--- src/rtl/tcm_pmem_arbiter.sv ---
// Single-port TCM arbiter: shares one RAM port between the CPU core port and a
// single-beat AXI slave, with fixed core priority bounded by a starvation limit.
module tcm_pmem_arbiter #(
   parameter int unsigned STARVE_LIMIT = 4
) (
   input  logic        clk_i,
   input  logic        rst_i,
   input  logic        core_req_i,
   input  logic        core_wr_i,
   input  logic [31:0] core_addr_i,
   input  logic [31:0] core_wdata_i,
   input  logic [3:0]  core_wstrb_i,
   output logic        core_accept_o,
   output logic        core_rvalid_o,
   output logic [31:0] core_rdata_o,
   input  logic        axi_awvalid_i,
   input  logic [31:0] axi_awaddr_i,
   output logic        axi_awready_o,
   input  logic        axi_wvalid_i,
   input  logic [31:0] axi_wdata_i,
   input  logic [3:0]  axi_wstrb_i,
   output logic        axi_wready_o,
   output logic        axi_bvalid_o,
   input  logic        axi_bready_i,
   input  logic        axi_arvalid_i,
   input  logic [31:0] axi_araddr_i,
   output logic        axi_arready_o,
   output logic        axi_rvalid_o,
   output logic [31:0] axi_rdata_o,
   input  logic        axi_rready_i,
   output logic        ram_en_o,
   output logic [3:0]  ram_wr_o,
   output logic [31:0] ram_addr_o,
   output logic [31:0] ram_wdata_o,
   input  logic [31:0] ram_rdata_i
);

   localparam int CW = $clog2(STARVE_LIMIT + 1);
   localparam logic [CW-1:0] LIMIT = CW'(STARVE_LIMIT);

   typedef enum logic [1:0] {IDLE, WR_RESP, RD_DATA} axi_state_t;

   axi_state_t    axi_state_reg, axi_state_next;
   logic [CW-1:0] starve_cnt_reg, starve_cnt_next;
   logic          last_axi_reg, last_axi_next;     // 0 = write, 1 = read
   logic          rd_pend_reg, rd_pend_next;
   logic          rd_cap_reg, rd_cap_next;
   logic [31:0]   rdata_reg;

   logic wr_elig, rd_elig, axi_elig, pick_rd, axi_grant, core_grant;

   always_comb begin
      wr_elig    = !rst_i && (axi_state_reg == IDLE) && axi_awvalid_i && axi_wvalid_i;
      rd_elig    = !rst_i && (axi_state_reg == IDLE) && axi_arvalid_i;
      axi_elig   = wr_elig || rd_elig;
      // Round-robin only matters when both types are eligible.
      pick_rd    = rd_elig && (!wr_elig || !last_axi_reg);
      axi_grant  = axi_elig && (!core_req_i || (starve_cnt_reg == LIMIT));
      core_grant = !rst_i && core_req_i && !axi_grant;
   end

   always_comb begin
      axi_state_next  = axi_state_reg;
      starve_cnt_next = starve_cnt_reg;
      last_axi_next   = last_axi_reg;
      rd_pend_next    = 1'b0;
      rd_cap_next     = 1'b0;
      axi_awready_o   = 1'b0;
      axi_wready_o    = 1'b0;
      axi_arready_o   = 1'b0;
      core_accept_o   = 1'b0;
      ram_en_o        = 1'b0;
      ram_wr_o        = 4'h0;
      ram_addr_o      = core_addr_i;
      ram_wdata_o     = core_wdata_i;

      case (axi_state_reg)
         WR_RESP: if (axi_bready_i) axi_state_next = IDLE;
         RD_DATA: if (axi_rready_i) axi_state_next = IDLE;
         default: axi_state_next = axi_state_reg;
      endcase

      if (axi_grant) begin
         ram_en_o = 1'b1;
         if (pick_rd) begin
            axi_arready_o  = 1'b1;
            ram_addr_o     = axi_araddr_i;
            axi_state_next = RD_DATA;
            last_axi_next  = 1'b1;
            rd_cap_next    = 1'b1;
         end else begin
            axi_awready_o  = 1'b1;
            axi_wready_o   = 1'b1;
            ram_wr_o       = axi_wstrb_i;
            ram_addr_o     = axi_awaddr_i;
            ram_wdata_o    = axi_wdata_i;
            axi_state_next = WR_RESP;
            last_axi_next  = 1'b0;
         end
      end else if (core_grant) begin
         core_accept_o = 1'b1;
         if (core_wr_i) begin
            // A strobe-less write is still taken from the core but never touches the RAM.
            ram_en_o = |core_wstrb_i;
            ram_wr_o = core_wstrb_i;
         end else begin
            ram_en_o     = 1'b1;
            rd_pend_next = 1'b1;
         end
      end

      if (!axi_elig || axi_grant)
         starve_cnt_next = '0;
      else if (core_grant && (starve_cnt_reg != LIMIT))
         starve_cnt_next = starve_cnt_reg + 1'b1;
   end

   always_ff @(posedge clk_i or posedge rst_i) begin
      if (rst_i) begin
         axi_state_reg  <= IDLE;
         starve_cnt_reg <= '0;
         last_axi_reg   <= 1'b0;
         rd_pend_reg    <= 1'b0;
         rd_cap_reg     <= 1'b0;
         rdata_reg      <= 32'h0;
      end else begin
         axi_state_reg  <= axi_state_next;
         starve_cnt_reg <= starve_cnt_next;
         last_axi_reg   <= last_axi_next;
         rd_pend_reg    <= rd_pend_next;
         rd_cap_reg     <= rd_cap_next;
         if (rd_cap_reg) rdata_reg <= ram_rdata_i;
      end
   end

   // In the first RD_DATA cycle the RAM output is live; afterwards the held copy is used.
   assign axi_rdata_o   = rd_cap_reg ? ram_rdata_i : rdata_reg;
   assign axi_rvalid_o  = (axi_state_reg == RD_DATA);
   assign axi_bvalid_o  = (axi_state_reg == WR_RESP);
   assign core_rvalid_o = rd_pend_reg;
   assign core_rdata_o  = ram_rdata_i;

endmodule

--- config.mk ---
export PLATFORM = sky130hd
export DESIGN_NAME = tcm_pmem_arbiter
export DESIGN_NICKNAME = d
export VERILOG_FILES = /design/src/rtl/tcm_pmem_arbiter.sv
export SDC_FILE = /design/constraint.sdc
export NUM_CORES = 1
export LEC_CHECK = 0
export ABC_CLOCK_PERIOD_IN_PS = 3600
export CORE_AREA = 4 4 135 137
export CTS_CLUSTER_SIZE = 16
export DETAILED_ROUTE_END_ITERATION = 10
export DIE_AREA = 0 0 139 141
export MAX_ROUTING_LAYER = met4
export PLACE_DENSITY = 0.66
export SLEW_MARGIN = 25
export SYNTH_ARGS = -nofsm -noshare
export SYNTH_HDL_FRONTEND = slang
export SYNTH_SLANG_ARGS = --single-unit
--- constraint.sdc ---
create_clock -name clk_i -period 3.6 [get_ports clk_i]
set_input_delay 0.72 -clock clk_i [delete_from_list [all_inputs] [get_ports clk_i]]
set_output_delay 0.72 -clock clk_i [all_outputs]
set_load 0.02 [all_outputs]
==> results of run 1 <==
==> Yosys cell counts, types with 2 or more instances <==
master,count
a22o_1,4
a31oi_1,64
buf_2,6
buf_4,35
buf_6,6
clkbuf_1,22
dfrtp_1,40
ha_1,5
inv_1,11
mux2_2,36
mux2_4,28
nand3_1,33
nand3b_1,2
nand4_1,2
nor2_1,4
nor2b_1,2
o21ai_0,32
o31ai_1,2
==> where the power goes <==
part | switching [uW] | internal (uW)
Clock | 171 | 347
Combinational | 192 | 336
Sequential | 0.0820 | 450
Total | 363 | 1130
==> critical path: stages <==
cell,delay (ps)
clkdlybuf4s50_1,490
a21bo_2,270
o2111ai_4,80
buf_12,210
buf_4,150
mux2_4,310
clkdlybuf4s50_1,540
==> logic make-up after synthesis <==
group | after synthesis
adders and majority gates | 5
AOI/OAI and AO/OA | 109
xor gates and xnor gates | 1
and+or+nand+nor | 52
muxes | 64
buffers and inverters | 80
DFF | 40
==> per-stage QoR <==
step | utilization | cell area [um2]
after global placement | 0.4120 | 7027
after CTS | 0.4224 | 7204
final | 0.4297 | 7328
after global routing | 0.4297 | 7328
after floorplan | - | 3349
after detailed placement | 0.4120 | 7027
==> worst paths after layout <==
check / from / end / slack [ps]
min in group asynchronous: rst_i / starve_cnt_reg[0] / 1030
worst min-delay path: starve_cnt_reg[0] / starve_cnt_reg[0] / 470
worst max register to register: axi_state_reg[0] / axi_state_reg[1] / 1640
worst max-delay path: core_req_i / ram_wdata_o[16] / 70
worst min register to register: starve_cnt_reg[0] / starve_cnt_reg[0] / 470
max in group asynchronous: rst_i / rdata_reg[17] / 1900
==> layer usage <==
metal	vias to the layer above	GRT usage	wire length, um
li1	1924	-	-
met3	12	0.02849	1223
met1	1875	0.1736	6109
met5	-	-	0
met2	226	0.2611	7841
met4	0	0.03347	239
==> area by class of cell <==
cell class                 instances  area [um2]  area share
clock inverter                     2       38.79    0.005293
timing repair buffer             384        3956      0.5399
sequential                        40        1001      0.1366
clock buffer                       6       138.9     0.01895
tap                              225       281.5     0.03842
inverter                          11       45.04    0.006146
multi-input combinational        231        1867      0.2547
==> repair_timing <==
| action | CTS | global route |
|---|---|---|
| endpoints found under the setup margin | 0 | 45 |
| buffers inserted | 0 | 2 |
| gates resized for setup | 0 | 43 |
==> results by group, run 1 <==
Status
  • Status: complete, no violations

Global routing
  • Via count of the first global-routing pass: 4209
  • Pin count of the biggest net entering global routing: 33
  • GRT Overall Usage: 0.1473
  • First-pass GRT wire length: 22740 um
  • Initial antenna violation count: 0
  • Total grt overflow: 0

Drt
  • ANT nets after route: 0
  • Pre-antenna DRT Iters: 4
  • Post-Route WL: 15410 um
  • Wire per inst: 17.14 um
  • Via count: 4037
  • First-iteration detailed-routing DRC count: 189
  • Via/cell ratio: 4.491
  • # DRC: 0

Logic synthesis
  • Compound-gate portion of the synthesized area: 0.2051
  • Synth warnings: 0
  • Number of synthesized flops with an enable pin: 0
  • Syn Nets: 565
  • Fraction of synthesized area in multiplexers: 0.2465
  • Post-synthesis xor/xnor area fraction: 0.002615
  • Sequential area share after synthesis: 0.2988
  • Synth Register Bits: 40
  • Syn avg cell area: 9.543 um2
  • Simple-Gate Fraction of Synth Area: 0.08368
  • Adder-cell share of the synthesized area: 0.01868
  • Synth area leader: dfrtp_1
  • Largest family of logic cells by synthesized area: multiplexers
  • Number of library cell types mapped by synthesis: 35
  • Synth Instances: 351
  • Mapped cell area: 3349 um2
  • Main area contributors after synthesis: dfrtp_1 30%, mux2_4 13%, mux2_2 12%
  • Ys flop type: dfrtp_1
  • Share of the synthesized area in the top cell type: 0.2988
  • Async S/R FF share, synth: 1.000

Hold path
  • Worst hold stages: 1
  • Tightest Hold Check Type: flip-flop to flip-flop

Floorplanning
  • Die width: 139 um
  • Site Rows: 48
  • I/O pin total: 349
  • Core area: 17060 um2
  • Die Y-Extent: 141 um
  • Die area: 19600 um2
  • Initial Util: 0.1964

Timing
  • Final min period: 3525 ps
  • Hold WS: 472.4 ps
  • Max-slew headroom: 0.5012
  • Fmax: 283.6 MHz
  • Final setup viols: 0
  • PnR worst setup slack: 74.51 ps
  • RSZ-0062 raised after global routing: no
  • Worst Skew: 4.497 ps
  • Worst-Margin Slew: 743.6 ps
  • Final Hold Fails: 0
  • Final Max Slew Viols: 0
  • Setup TNS: 0 ps
  • Post-route clock period utilization: 0.9793

CTS
  • Clk sinks: 40
  • Clock transition at the registers of the reported paths: 60 ps
  • Later-pin clock latency in the skew report: 270 ps
  • Post-CTS Hold Buffers: 0
  • Num CTS Buffers: 5
  • Longest Clk Path Bufs: 2
  • H-tree Lvls: 2
  • CTS tree: yes
  • Root buf cell: clkbuf_16

Power and ir drop
  • PwrDens: 204.2 nW/um2
  • Peak VDD IR: 0.2325 mV
  • Pwr Total: 1496 uW
  • Lkg Pwr: 0.003337 uW

Setup path
  • CP arrival: 2810 ps
  • Crit-path max FO: 21
  • CP Class: input port to output port
  • CP Capture Type: output port
  • R2R depth: 7
  • Crit path launch type: input port
  • Worst Path Required: 2880 ps

Layout
  • Max FFs per register: 32
  • Layout Cells excl Fill: 899
  • Commonest cells after routing, fill and taps aside: 305 x clkdlybuf4s50_1, 64 x a31oi_1, 42 x dlymetal6s2s_1
  • Ant diodes: 0
  • Commonest non-fill, non-tap cell in the layout: clkdlybuf4s50_1
  • Number of fill cells: 1686
  • Nets@finish: 887
  • Layout cell share with drive strength beyond 1: 0.1721
  • Area Growth Syn to Fin: 118.8%

Placement
  • Placed Cells: 889
  • DP HPWL: 13020 um
  • Gp weighted congestion: 0.8696
  • Port Buffers: 348
  • Setup slack at placement: 0.7736 ps

Flow run
  • Max-cap violation count: 0
No activity file was read; power rests on OpenSTA's default activity.
==> inputs of run 2 (changes only) <==
--- a/config.mk
+++ b/config.mk
@@ -6,12 +6,14 @@
 export NUM_CORES = 1
 export LEC_CHECK = 0
 export ABC_CLOCK_PERIOD_IN_PS = 3600
-export CORE_AREA = 4 4 135 137
+export CELL_PAD_IN_SITES_DETAIL_PLACEMENT = 2
+export CELL_PAD_IN_SITES_GLOBAL_PLACEMENT = 2
+export CORE_MARGIN = 4
+export CORE_UTILIZATION = 15
 export CTS_CLUSTER_SIZE = 16
 export DETAILED_ROUTE_END_ITERATION = 10
-export DIE_AREA = 0 0 139 141
 export MAX_ROUTING_LAYER = met4
-export PLACE_DENSITY = 0.66
+export PLACE_DENSITY = 0.92
 export SLEW_MARGIN = 25
 export SYNTH_ARGS = -nofsm -noshare
 export SYNTH_HDL_FRONTEND = slang
==> results by group, run 2 (synthesis results as in run 1) <==
CTS
  • Post-CTS Hold Buffers: 0
  • Root buf cell: clkbuf_16
  • Longest Clk Path Bufs: 2
  • CTS tree: yes
  • H-tree Lvls: 2
  • Clock transition at the registers of the reported paths: 60 ps
  • Later-pin clock latency in the skew report: 280 ps
  • Num CTS Buffers: 5
  • Clk sinks: 40

Layout
  • Area Growth Syn to Fin: 116.5%
  • Layout Cells excl Fill: 938
  • Cell area after layout: 7251 um2
  • Nets@finish: 868
  • Final Util: 0.3312
  • FF+latch area: 1001 um2
  • Max FFs per register: 32
  • Commonest cells after routing, fill and taps aside: 303 x clkdlybuf4s50_1, 64 x a31oi_1, 40 x dfrtp_1
  • Number of fill cells: 2402
  • Multi-input gate area: 1872 um2
  • Layout cell share with drive strength beyond 1: 0.1496
  • Commonest non-fill, non-tap cell in the layout: clkdlybuf4s50_1

Setup path
  • Reg2reg end: axi_state_reg[0]
  • Crit. Startpoint: core_req_i
  • Worst Path Buf+Inv: 4
  • Top cell by count, worst path: clkdlybuf4s50_1
  • R2R Setup Slk: 1810 ps
  • Worst setup path end: ram_wr_o[1]
  • Worst Path Required: 2880 ps
  • Cell family with most CP delay: buffers and inverters
  • CP peak stage delay: 550 ps
  • Crit. path cell count: 7
  • Slowest cell on crit path: clkdlybuf4s50_1
  • R2R depth: 5
  • Crit-path max FO: 6
  • CP Class: input port to output port
  • Reg-to-reg startpoint: axi_state_reg[0]
  • CP Capture Type: output port
  • Worst-path cell chain: clkdlybuf4s50_1, a21bo_2, o2111ai_4, buf_12, clkinvlp_4, a22o_1, clkdlybuf4s50_1
  • CP arrival: 2790 ps
  • Crit path launch type: input port

Global routing
  • First-pass GRT wire length: 27870 um
  • Via count of the first global-routing pass: 4581
  • GRT Overall Usage: 0.1517
  • Pin count of the biggest net entering global routing: 41
  • Total grt overflow: 0
  • Initial antenna violation count: 3

Placement
  • DP Area: 6933 um2
  • DP HPWL: 16460 um
  • Placed Cells: 925
  • Gp weighted congestion: 0.7548
  • Port Buffers: 348

Timing
  • RSZ-0062 raised after global routing: no
  • Final setup viols: 0
  • Final min period: 3513 ps
  • Hold WS: 470.1 ps
  • Max-slew headroom: 0.4312
  • Final Hold Fails: 0
  • Final Max Slew Viols: 0
  • Setup TNS: 0 ps
  • Fmax: 284.7 MHz
  • Worst Skew: 7.974 ps
  • Worst-Margin Slew: 851.9 ps
  • Post-route clock period utilization: 0.9757

Drt
  • ANT nets after route: 0
  • # DRC: 0
  • Pre-antenna DRT Iters: 4
  • Wire per inst: 21.84 um
  • Via count: 4165
  • First-iteration detailed-routing DRC count: 85
  • Via/cell ratio: 4.440
  • Post-Route WL: 20480 um

Floorplanning
  • Die Y-Extent: 157.4 um
  • Core area: 21890 um2
  • Site Rows: 54
  • I/O pin total: 349
  • Die width: 157.4 um
  • Die area: 24780 um2
  • Initial Util: 0.1530

Flow run
  • Max-cap violation count: 0

Power and ir drop
  • Lkg Pwr: 0.003231 uW
  • Peak VDD IR: 0.2061 mV
  • PwrDens: 207.9 nW/um2

Hold path
  • Tightest Hold Check Type: flip-flop to flip-flop

Status
  • Status: complete, no violations
## run 2: layout make-up
type,count,area share
Antenna cell,3,0.001035
Clock buffer,5,0.01726
Clock inverter,3,0.006385
Inverter,11,0.006212
Multi-Input combinational cell,231,0.2582
Sequential cell,40,0.1381
Tap cell,280,0.04832
Timing Repair Buffer,365,0.5246
## run 2: power by group
group	switching, uW	total [uW]	internal (uW)	leakage (uW)
logic	207	539	332	0.00260
registers	0.0910	450	450	0.000548
clock network	188	518	329	0.0000804
total	395	1510	1110	0.00323
## run 2: how the worst min path moves through the flow
| stage | cells past startpoint | to | slack, ps | from |
|---|---|---|---|---|
| final | 1 | starve_cnt_reg[0] | 470 | starve_cnt_reg[0] |
| after global placement | 1 | starve_cnt_reg[0] | 450 | starve_cnt_reg[0] |
| after detailed placement | 1 | starve_cnt_reg[0] | 470 | starve_cnt_reg[0] |
| after global routing | 1 | starve_cnt_reg[0] | 510 | starve_cnt_reg[0] |
| after floorplan | 1 | starve_cnt_reg[0] | 430 | starve_cnt_reg[0] |
| after CTS | 1 | starve_cnt_reg[0] | 480 | starve_cnt_reg[0] |
## run 2: through the flow
step,total power (uW),setup WS (ps)
5_1_grt,1576,8.453
4_1_cts,1529,5.199
6_report,1507,87.31
3_5_place_dp,1006,-43.07
2_1_floorplan,645.5,1007
3_3_place_gp,993.8,40.33
## run 2: what timing repair did
item,in CTS,in global routing
endpoints found under the setup margin,13,41
resized for setup,7,39
pin swaps,1,1
gates cloned,1,0
hold endpoints to repair,0,0
setup buffers,1,0
## run 2: metal layers
metal	GRT usage	share of wire	wire length (um)	vias up
met1	0.1662	0.38	7774	2055
li1	-	-	-	1887
met5	-	0	0	-
met4	0.02991	0.015	302	0
met3	0.02942	0.076	1563	14
met2	0.2850	0.53	10840	209
